===== src/rtl/sram_arbiter.sv =====
// sram_arbiter
//   Shares the single 8-bit / 21-bit-address external SRAM port between the
//   HPS download path, the video fetch engine and the CPU bus. Each access is
//   a fixed IDLE -> ACCESS (ACCESS_CYCLES clocks) -> DONE sequence; the owner
//   receives a one-cycle acknowledge in DONE.
//
//   Ports
//     clk_sys, reset_n          clock, synchronous active-low reset
//     dl_wr/dl_addr/dl_data     download write strobe, address, byte
//     dl_wait                   back-pressure to the download source
//     vid_req/vid_addr          video read request (level) and address
//     vid_ack/vid_data          one-cycle ack, read data
//     cpu_req/cpu_we/cpu_addr/cpu_wdata   CPU request (level), direction, addr, data
//     cpu_ack/cpu_rdata         one-cycle ack, read data
//     mem_addr/mem_wdata/mem_oe/mem_we_n/mem_rdata   SRAM pins
//     owner                     0 none, 1 download, 2 video, 3 CPU
//
//   Optional: define SRAM_ARB_FAIR_EN to let the CPU in after FAIR_MAX
//   consecutive video grants made while it was waiting.
//
//   state     | meaning
//   ----------+-----------------------------------------------------------
//   ST_IDLE   | bus free, arbitrate download > video > CPU
//   ST_ACCESS | address/data/strobe held, cnt_q counts down to zero
//   ST_DONE   | strobes released, address held, owner's ack pulses
module sram_arbiter #(
   parameter int ACCESS_CYCLES = 2,
   parameter int FAIR_MAX      = 4
) (
   input  logic        clk_sys,
   input  logic        reset_n,
   input  logic        dl_wr,
   input  logic [20:0] dl_addr,
   input  logic [7:0]  dl_data,
   output logic        dl_wait,
   input  logic        vid_req,
   input  logic [20:0] vid_addr,
   output logic        vid_ack,
   output logic [7:0]  vid_data,
   input  logic        cpu_req,
   input  logic        cpu_we,
   input  logic [20:0] cpu_addr,
   input  logic [7:0]  cpu_wdata,
   output logic        cpu_ack,
   output logic [7:0]  cpu_rdata,
   output logic [20:0] mem_addr,
   output logic [7:0]  mem_wdata,
   output logic        mem_oe,
   output logic        mem_we_n,
   input  logic [7:0]  mem_rdata,
   output logic [1:0]  owner
);

   typedef enum logic [1:0] {ST_IDLE = 2'd0, ST_ACCESS = 2'd1, ST_DONE = 2'd2} state_t;

   localparam logic [1:0] OWN_NONE = 2'd0;
   localparam logic [1:0] OWN_DL   = 2'd1;
   localparam logic [1:0] OWN_VID  = 2'd2;
   localparam logic [1:0] OWN_CPU  = 2'd3;
   localparam logic [3:0] CNT_LOAD = 4'(ACCESS_CYCLES - 1);

   generate
      if (ACCESS_CYCLES < 1 || ACCESS_CYCLES > 15) begin : g_bad_access_cycles
         $error("ACCESS_CYCLES must be 1..15");
      end
      if (FAIR_MAX < 1 || FAIR_MAX > 7) begin : g_bad_fair_max
         $error("FAIR_MAX must be 1..7");
      end
   endgenerate

   state_t      state_q, state_d;
   logic [3:0]  cnt_q, cnt_d;
   logic        dl_pend_q, dl_pend_d;
   logic [20:0] dl_addr_q, dl_addr_d;
   logic [7:0]  dl_data_q, dl_data_d;
   logic [20:0] mem_addr_q, mem_addr_d;
   logic [7:0]  mem_wdata_q, mem_wdata_d;
   logic        mem_oe_q, mem_oe_d;
   logic        mem_we_n_q, mem_we_n_d;
   logic [1:0]  owner_q, owner_d;
   logic        vid_ack_q, vid_ack_d;
   logic        cpu_ack_q, cpu_ack_d;
   logic [7:0]  vid_data_q, vid_data_d;
   logic [7:0]  cpu_rdata_q, cpu_rdata_d;
   logic        cpu_first;

`ifdef SRAM_ARB_FAIR_EN
   logic [2:0]  fair_q, fair_d;
   assign cpu_first = cpu_req && (fair_q >= 3'(FAIR_MAX));
`else
   assign cpu_first = 1'b0;
`endif

   always_comb begin
      state_d     = state_q;
      cnt_d       = cnt_q;
      dl_pend_d   = dl_pend_q;
      dl_addr_d   = dl_addr_q;
      dl_data_d   = dl_data_q;
      mem_addr_d  = mem_addr_q;
      mem_wdata_d = mem_wdata_q;
      mem_oe_d    = mem_oe_q;
      mem_we_n_d  = mem_we_n_q;
      owner_d     = owner_q;
      vid_ack_d   = 1'b0;
      cpu_ack_d   = 1'b0;
      vid_data_d  = vid_data_q;
      cpu_rdata_d = cpu_rdata_q;
`ifdef SRAM_ARB_FAIR_EN
      fair_d      = cpu_req ? fair_q : 3'd0;
`endif

      // A strobe while a write is already pending is dropped, latches kept.
      if (dl_wr && !dl_pend_q) begin
         dl_pend_d = 1'b1;
         dl_addr_d = dl_addr;
         dl_data_d = dl_data;
      end

      case (state_q)
         ST_IDLE: begin
            // dl_wr is looked at directly so a strobe wins in its own cycle.
            if (dl_pend_q || dl_wr) begin
               state_d     = ST_ACCESS;
               cnt_d       = CNT_LOAD;
               owner_d     = OWN_DL;
               mem_addr_d  = dl_pend_q ? dl_addr_q : dl_addr;
               mem_wdata_d = dl_pend_q ? dl_data_q : dl_data;
               mem_oe_d    = 1'b1;
               mem_we_n_d  = 1'b0;
            end else if (cpu_first || (cpu_req && !vid_req)) begin
               state_d     = ST_ACCESS;
               cnt_d       = CNT_LOAD;
               owner_d     = OWN_CPU;
               mem_addr_d  = cpu_addr;
               mem_wdata_d = cpu_wdata;
               mem_oe_d    = cpu_we;
               mem_we_n_d  = !cpu_we;
`ifdef SRAM_ARB_FAIR_EN
               fair_d      = 3'd0;
`endif
            end else if (vid_req) begin
               state_d     = ST_ACCESS;
               cnt_d       = CNT_LOAD;
               owner_d     = OWN_VID;
               mem_addr_d  = vid_addr;
               mem_wdata_d = 8'd0;
               mem_oe_d    = 1'b0;
               mem_we_n_d  = 1'b1;
`ifdef SRAM_ARB_FAIR_EN
               if (cpu_req) fair_d = fair_q + 3'd1;
`endif
            end
         end
         ST_ACCESS: begin
            if (cnt_q == 4'd0) begin
               state_d    = ST_DONE;
               mem_oe_d   = 1'b0;
               mem_we_n_d = 1'b1;
               if (owner_q == OWN_VID) begin
                  vid_ack_d  = 1'b1;
                  vid_data_d = mem_rdata;
               end
               if (owner_q == OWN_CPU) begin
                  cpu_ack_d = 1'b1;
                  if (mem_we_n_q) cpu_rdata_d = mem_rdata;
               end
            end else begin
               cnt_d = cnt_q - 4'd1;
            end
         end
         ST_DONE: begin
            state_d = ST_IDLE;
            owner_d = OWN_NONE;
            if (owner_q == OWN_DL) dl_pend_d = 1'b0;
         end
         default: state_d = ST_IDLE;
      endcase
   end

   always_ff @(posedge clk_sys) begin
      if (!reset_n) begin
         state_q     <= ST_IDLE;
         cnt_q       <= 4'd0;
         dl_pend_q   <= 1'b0;
         dl_addr_q   <= 21'd0;
         dl_data_q   <= 8'd0;
         mem_addr_q  <= 21'd0;
         mem_wdata_q <= 8'd0;
         mem_oe_q    <= 1'b0;
         mem_we_n_q  <= 1'b1;
         owner_q     <= OWN_NONE;
         vid_ack_q   <= 1'b0;
         cpu_ack_q   <= 1'b0;
         vid_data_q  <= 8'd0;
         cpu_rdata_q <= 8'd0;
`ifdef SRAM_ARB_FAIR_EN
         fair_q      <= 3'd0;
`endif
      end else begin
         state_q     <= state_d;
         cnt_q       <= cnt_d;
         dl_pend_q   <= dl_pend_d;
         dl_addr_q   <= dl_addr_d;
         dl_data_q   <= dl_data_d;
         mem_addr_q  <= mem_addr_d;
         mem_wdata_q <= mem_wdata_d;
         mem_oe_q    <= mem_oe_d;
         mem_we_n_q  <= mem_we_n_d;
         owner_q     <= owner_d;
         vid_ack_q   <= vid_ack_d;
         cpu_ack_q   <= cpu_ack_d;
         vid_data_q  <= vid_data_d;
         cpu_rdata_q <= cpu_rdata_d;
`ifdef SRAM_ARB_FAIR_EN
         fair_q      <= fair_d;
`endif
      end
   end

   assign dl_wait   = dl_pend_q | dl_wr;
   assign vid_ack   = vid_ack_q;
   assign vid_data  = vid_data_q;
   assign cpu_ack   = cpu_ack_q;
   assign cpu_rdata = cpu_rdata_q;
   assign mem_addr  = mem_addr_q;
   assign mem_wdata = mem_wdata_q;
   assign mem_oe    = mem_oe_q;
   assign mem_we_n  = mem_we_n_q;
   assign owner     = owner_q;

endmodule


===== config.mk =====
export PLATFORM = sky130hd
export DESIGN_NAME = sram_arbiter
export DESIGN_NICKNAME = d
export VERILOG_FILES = /design/src/rtl/sram_arbiter.sv
export SDC_FILE = /design/constraint.sdc
export NUM_CORES = 1
export LEC_CHECK = 0
export BUFFER_PORTS_ARGS = -buffer_cell sky130_fd_sc_hd__buf_2
export CAP_MARGIN = 20
export CORE_MARGIN = 1
export CORE_UTILIZATION = 44
export DETAILED_ROUTE_END_ITERATION = 6
export PLACE_DENSITY = 0.8
export SKIP_CTS_REPAIR_TIMING = 1
export SLEW_MARGIN = 10
export SYNTH_ARGS = -nofsm -noshare
export SYNTH_HDL_FRONTEND = slang
export SYNTH_SLANG_ARGS = --single-unit

===== constraint.sdc =====
create_clock -name clk_sys -period 1.6 [get_ports clk_sys]
set_clock_uncertainty 0.1 [all_clocks]
set_input_delay 0.08 -clock clk_sys [delete_from_list [all_inputs] [get_ports clk_sys]]
set_output_delay 0.08 -clock clk_sys [all_outputs]
set_load 0.05 [all_outputs]

Word level (Yosys, flattened, before mapping)
Cells that the tools add are included.
W data, S select, Z words.
- output and inout bits: 52
- input bits: 93
- word-level logic and storage cells: 80
- register bits after elaboration: 87
- multiplexer cells: 37
- $add $sub $neg: 1
- reduce and logical (&&, ||, !) cells: 19
- equal/unequal tests: 8
- bitwise logic cells: 1
- operator list (operator ; count):
    $mux W21 ; 4
    $mux W8 ; 4
    $mux W4 ; 4
    $mux W2 ; 7
    $mux W1 ; 13
    $reduce_and A3 Y1 ; 4
    $pmux W2 S2 ; 2
    $pmux W4 S2 ; 1
    $eq A2 B2 Y1 const B ; 3
    $reduce_and A2 Y1 ; 3
    $eq A2 B1 Y1 const B ; 2
    $logic_not A4 Y1 ; 1
    $ne A2 B2 Y1 const B ; 2
    $ne A4 B4 Y1 const B ; 1
    $pmux W1 S2 ; 2
    $reduce_and A4 Y1 ; 1
    $reduce_bool A2 Y1 ; 2
    $sub A4 B1 Y4 const B ; 1
    $logic_not A1 Y1 ; 3
    $reduce_bool A3 Y1 ; 1
    $logic_and A1 B1 Y1 ; 2
    $logic_not A2 Y1 ; 1
    $logic_or A1 B1 Y1 ; 1
    $or A1 B1 Y1 ; 1

Logic depth before layout (Yosys ltp)
- depth after elaboration: 5
- mapped depth: 7
- gate-level depth less buffers: 6

Least setup slack after synthesis
OpenSTA, ideal clock, no wires.
- path kind: register to register
- from: register cnt_q[0]
- to: register vid_data_q[3] (netlist: vid_data[3])
- period minus slack after synthesis: 1.685 ns
- library setup time: 0.072 ns
- data arrival time: 1.513 ns
- buffers on the path: 1
- required time: 1.428 ns
- slack: -0.085 ns
- stages on the path, launching flop included: 8
- path through: dfxtp_1 -> inv_1 -> ha_1 -> nor3b_4 -> and3_4 -> nor2b_1 -> buf_4 -> mux2i_1
- word-level cells in the longest chain between the ends: 2
- RTL lines (what ; line ; text):
    start: declaration ; 72 ; logic [3:0] cnt_q, cnt_d;
    start signal: assignment ; 202 ; cnt_q <= cnt_d;
    $logic_not A4 Y1 ; 156 ; if (cnt_q == 4'd0) begin
    $reduce_and A3 Y1 (no source line) ; -- ;
    end signal: assignment ; 213 ; vid_data_q <= vid_data_d;
    end: declaration ; 83 ; logic [7:0] vid_data_q, vid_data_d;
No other way between the ends.
A chain may end at the register's enable or synchronous reset.

Worst setup path in the final report
- from: register cnt_q[1]
- to: register cpu_rdata_q[3] (netlist: cpu_rdata[3])
- word-level cells in the longest chain between the ends: 2
- RTL lines (what ; line ; text):
    $logic_not A4 Y1 ; 156 ;
    $reduce_and A4 Y1 (no source line) ; -- ;
    end signal: assignment ; 214 ; cpu_rdata_q <= cpu_rdata_d;
    end: declaration ; 84 ; logic [7:0] cpu_rdata_q, cpu_rdata_d;
No other way between the ends.

==> impl_metrics.toml <==
[timing]
final_max_slew_viol_count = 0
finalWorstSetupSlack_ns = -0.0131
relSlewSlack_pct = 73.5
fin_hold_ws_ns = -0.0399
fin_crit_sh_pct = 101
period_needed_ns = 1.61
setup_tns_ns = -0.0211
worst_pin_slew_ns = 0.398
setup_viol = 3
final-hold-violation-count = 3
rsz0062_at_grt = "yes"
fmax_mhz = 620

[critical_path]
cp.required_ns = 1.77
worstSetupStartpointType = "register"
worstSetupEndpointType = "register"
cp.arrival_ns = 1.78
cp_max_fo = 8
critical_path_class = "reg -> reg"

[power_and_ir_drop]
powerDensity_mw_per_mm2 = 1020
p_sw_mw = 2.09
ir_drop_v = 0.000595
comb_power_share_pct = 33.0
switching_share_pct = 35.5
p_int_mw = 3.78
p_leak_nw = 2.50
seqPwrFrac_pct = 43.0
clkPwrFrac_pct = 24.1

[layout]
fillCellCount = 626
nNetsFinal = 742
insertedDiodeCount = 0
synthToLayoutAreaGrowth_pct = 54.6
mostFrequentLayoutCells = "buf_2 (144), nand2_1 (86), dfxtp_1 (84), dlygate4sd3_1 (84), a21oi_1 (52)"
drive_gt1_share_pct = 31.2
design_area_mm2 = 0.00573
final_core_util_pct = 70.1
layout_commonest_cell = "buf_2"

[global_routing]
antenna_found_initial = 0
grt_overflow_total = 0
grt_pass1_vias = 3529
grt_usage_pct = 22.4
grt_max_degree = 46
grt_first_pass_wirelength_um = 15700

[route]
drt-initial-drc-count = 339
wl_um = 11900
vias_per_cell = 5.51
ant_nets = 0
drc = 3
post_drt_wl_per_cell_um = 15.7
drt_first_pass_iters = 7
num_vias = 4167

[logic_synthesis]
synth_nets = 515
synth.top_cell.area_share_pct = 47.0
ys_ff_latch = 87
synth.area.top_cells = "dfxtp_1 (47%), nand2_1 (8.7%), a222oi_1 (7.8%)"
syn_area_mm2 = 0.00371
synth_warnings = 0
async_flop_share_pct = 0
synth_edf_count = 0
ys_types = 40
avgSynthCellArea_um2 = 8.83
ys.flop_type = "dfxtp_1"
ys_seq_area_share_pct = 47.0
yosys.area.top_type = "dfxtp_1"
synthCells = 420

[floorplanning]
start_util_pct = 45.3
io_pins = 145
die_x_um = 93.8
die_area_mm2 = 0.00880
rows = 33
core_mm2 = 0.00818
die-height_um = 93.8

[placed_design]
placed_cell_area_mm2 = 0.00469
gp_congestion = 0.764
dp_slack_ns = -0.0440
dp_hpwl_um = 6910
port_buffers = 144

[clock_tree]
cts_root_buffer = "clkbuf_8"
clock-sinks = 87
insertion_delay_ns = 0.34
htreeDepth = 3
clk_pin_slew_ns = 0.08
cts_tree = "built"
cts_buffers = 9
clk_path_buf_depth = 2

[status]
outcome = "finished, violations left"
violations = "DRC, hold timing, setup timing"

[worst_hold_path]
hp-class = "in -> reg"

[job]
maxCapViolCount = 0
per-layer routing:
| metal | vias up | global-route usage [%] | share of wire (%) |
|---|---|---|---|
| met1 | 1933 | 26.4 | 40 |
| li1 | 1969 | - | - |
| met2 | 237 | 40.2 | 50 |
| met4 | 0 | 5.51 | 2.1 |
| met3 | 28 | 5.58 | 7.8 |
| met5 | - | 0 | 0 |
final timing paths:
kind	start	to	slack, ns	depth (start not counted)
max	cnt_q[1]	cpu_rdata[3]	-0.01	6
min	cpu_wdata[0]	mem_wdata[0]	-0.04	3
max reg2reg	cnt_q[1]	cpu_rdata[3]	-0.01	6
min reg2reg	dl_addr_q[16]	dl_addr_q[16]	0.36	2
power groups by stage:
stage	Sequential (mW)	Combinational [mW]	Clock, mW
6_report	2.52	1.93	1.41
5_1_grt	2.54	2.05	1.54
4_1_cts	2.51	1.72	1.46
3_5_place_dp	2.55	1.72	0
3_3_place_gp	2.54	1.68	0
2_1_floorplan	3.06	0.662	0
layout make-up:
| cell class | count | area (um2) | share of cell area (%) |
|---|---|---|---|
| Clock inverter | 3 | 17.5 | 0.306 |
| Timing Repair Buffer | 255 | 1860 | 32.4 |
| Clock buffer | 12 | 165 | 2.88 |
| Multi-Input combinational cell | 289 | 1800 | 31.4 |
| Sequential cell | 87 | 1750 | 30.5 |
| Tap cell | 105 | 131 | 2.29 |
| Inverter | 5 | 18.8 | 0.327 |
flip-flops by register name, summed over array words and instances (netlist names):
name	flops
state_q	2
dl_data_q	8
owner	2
vid_data	8
vid_ack	1
mem_addr	21
mem_we_n	1
cpu_ack	1
dl_pend_q	1
mem_oe	1
dl_addr_q	21
mem_wdata	8
cpu_rdata	8
cnt_q	4
cell usage after synthesis, drive strengths merged, types with 3 or more instances:
cell type / number
a21oi: 52
nand3: 3
and3: 4
dfxtp: 87
nand2: 86
inv: 5
buf: 19
nand2b: 4
nor2b: 5
nor3: 3
mux2i: 16
nor2: 7
a222oi: 29
o21ai: 31
clkbuf: 20
a21boi: 31
logic make-up (layout without fill, tap and decap cells):
logic type                 Yosys count  in the layout  synth area share, %
and+or+nand+nor                    119            119                 14.9
adders and majority gates            2              2                0.675
AOI/OAI and AO/OA                  152            152                 27.4
buffers and inverters               44            275                 5.77
muxes                               16             16                 4.32
DFF                                 87             87                 47.0
worst max-delay path, stage by stage (launching register included):
cell     delay (ns)
dfxtp_2        0.34
inv_2          0.07
ha_4           0.14
nor3b_4        0.18
and3_4         0.22
and3_4         0.28
mux2i_1        0.21
stage by stage:
step | std cells | total power [mW]
after floorplan | 420 | 3.72
after global routing | 756 | 6.14
after CTS | 671 | 5.68
final | 756 | 5.87
after global placement | 656 | 4.23
after detailed placement | 656 | 4.27
Power figures use the tool's default switching activity.
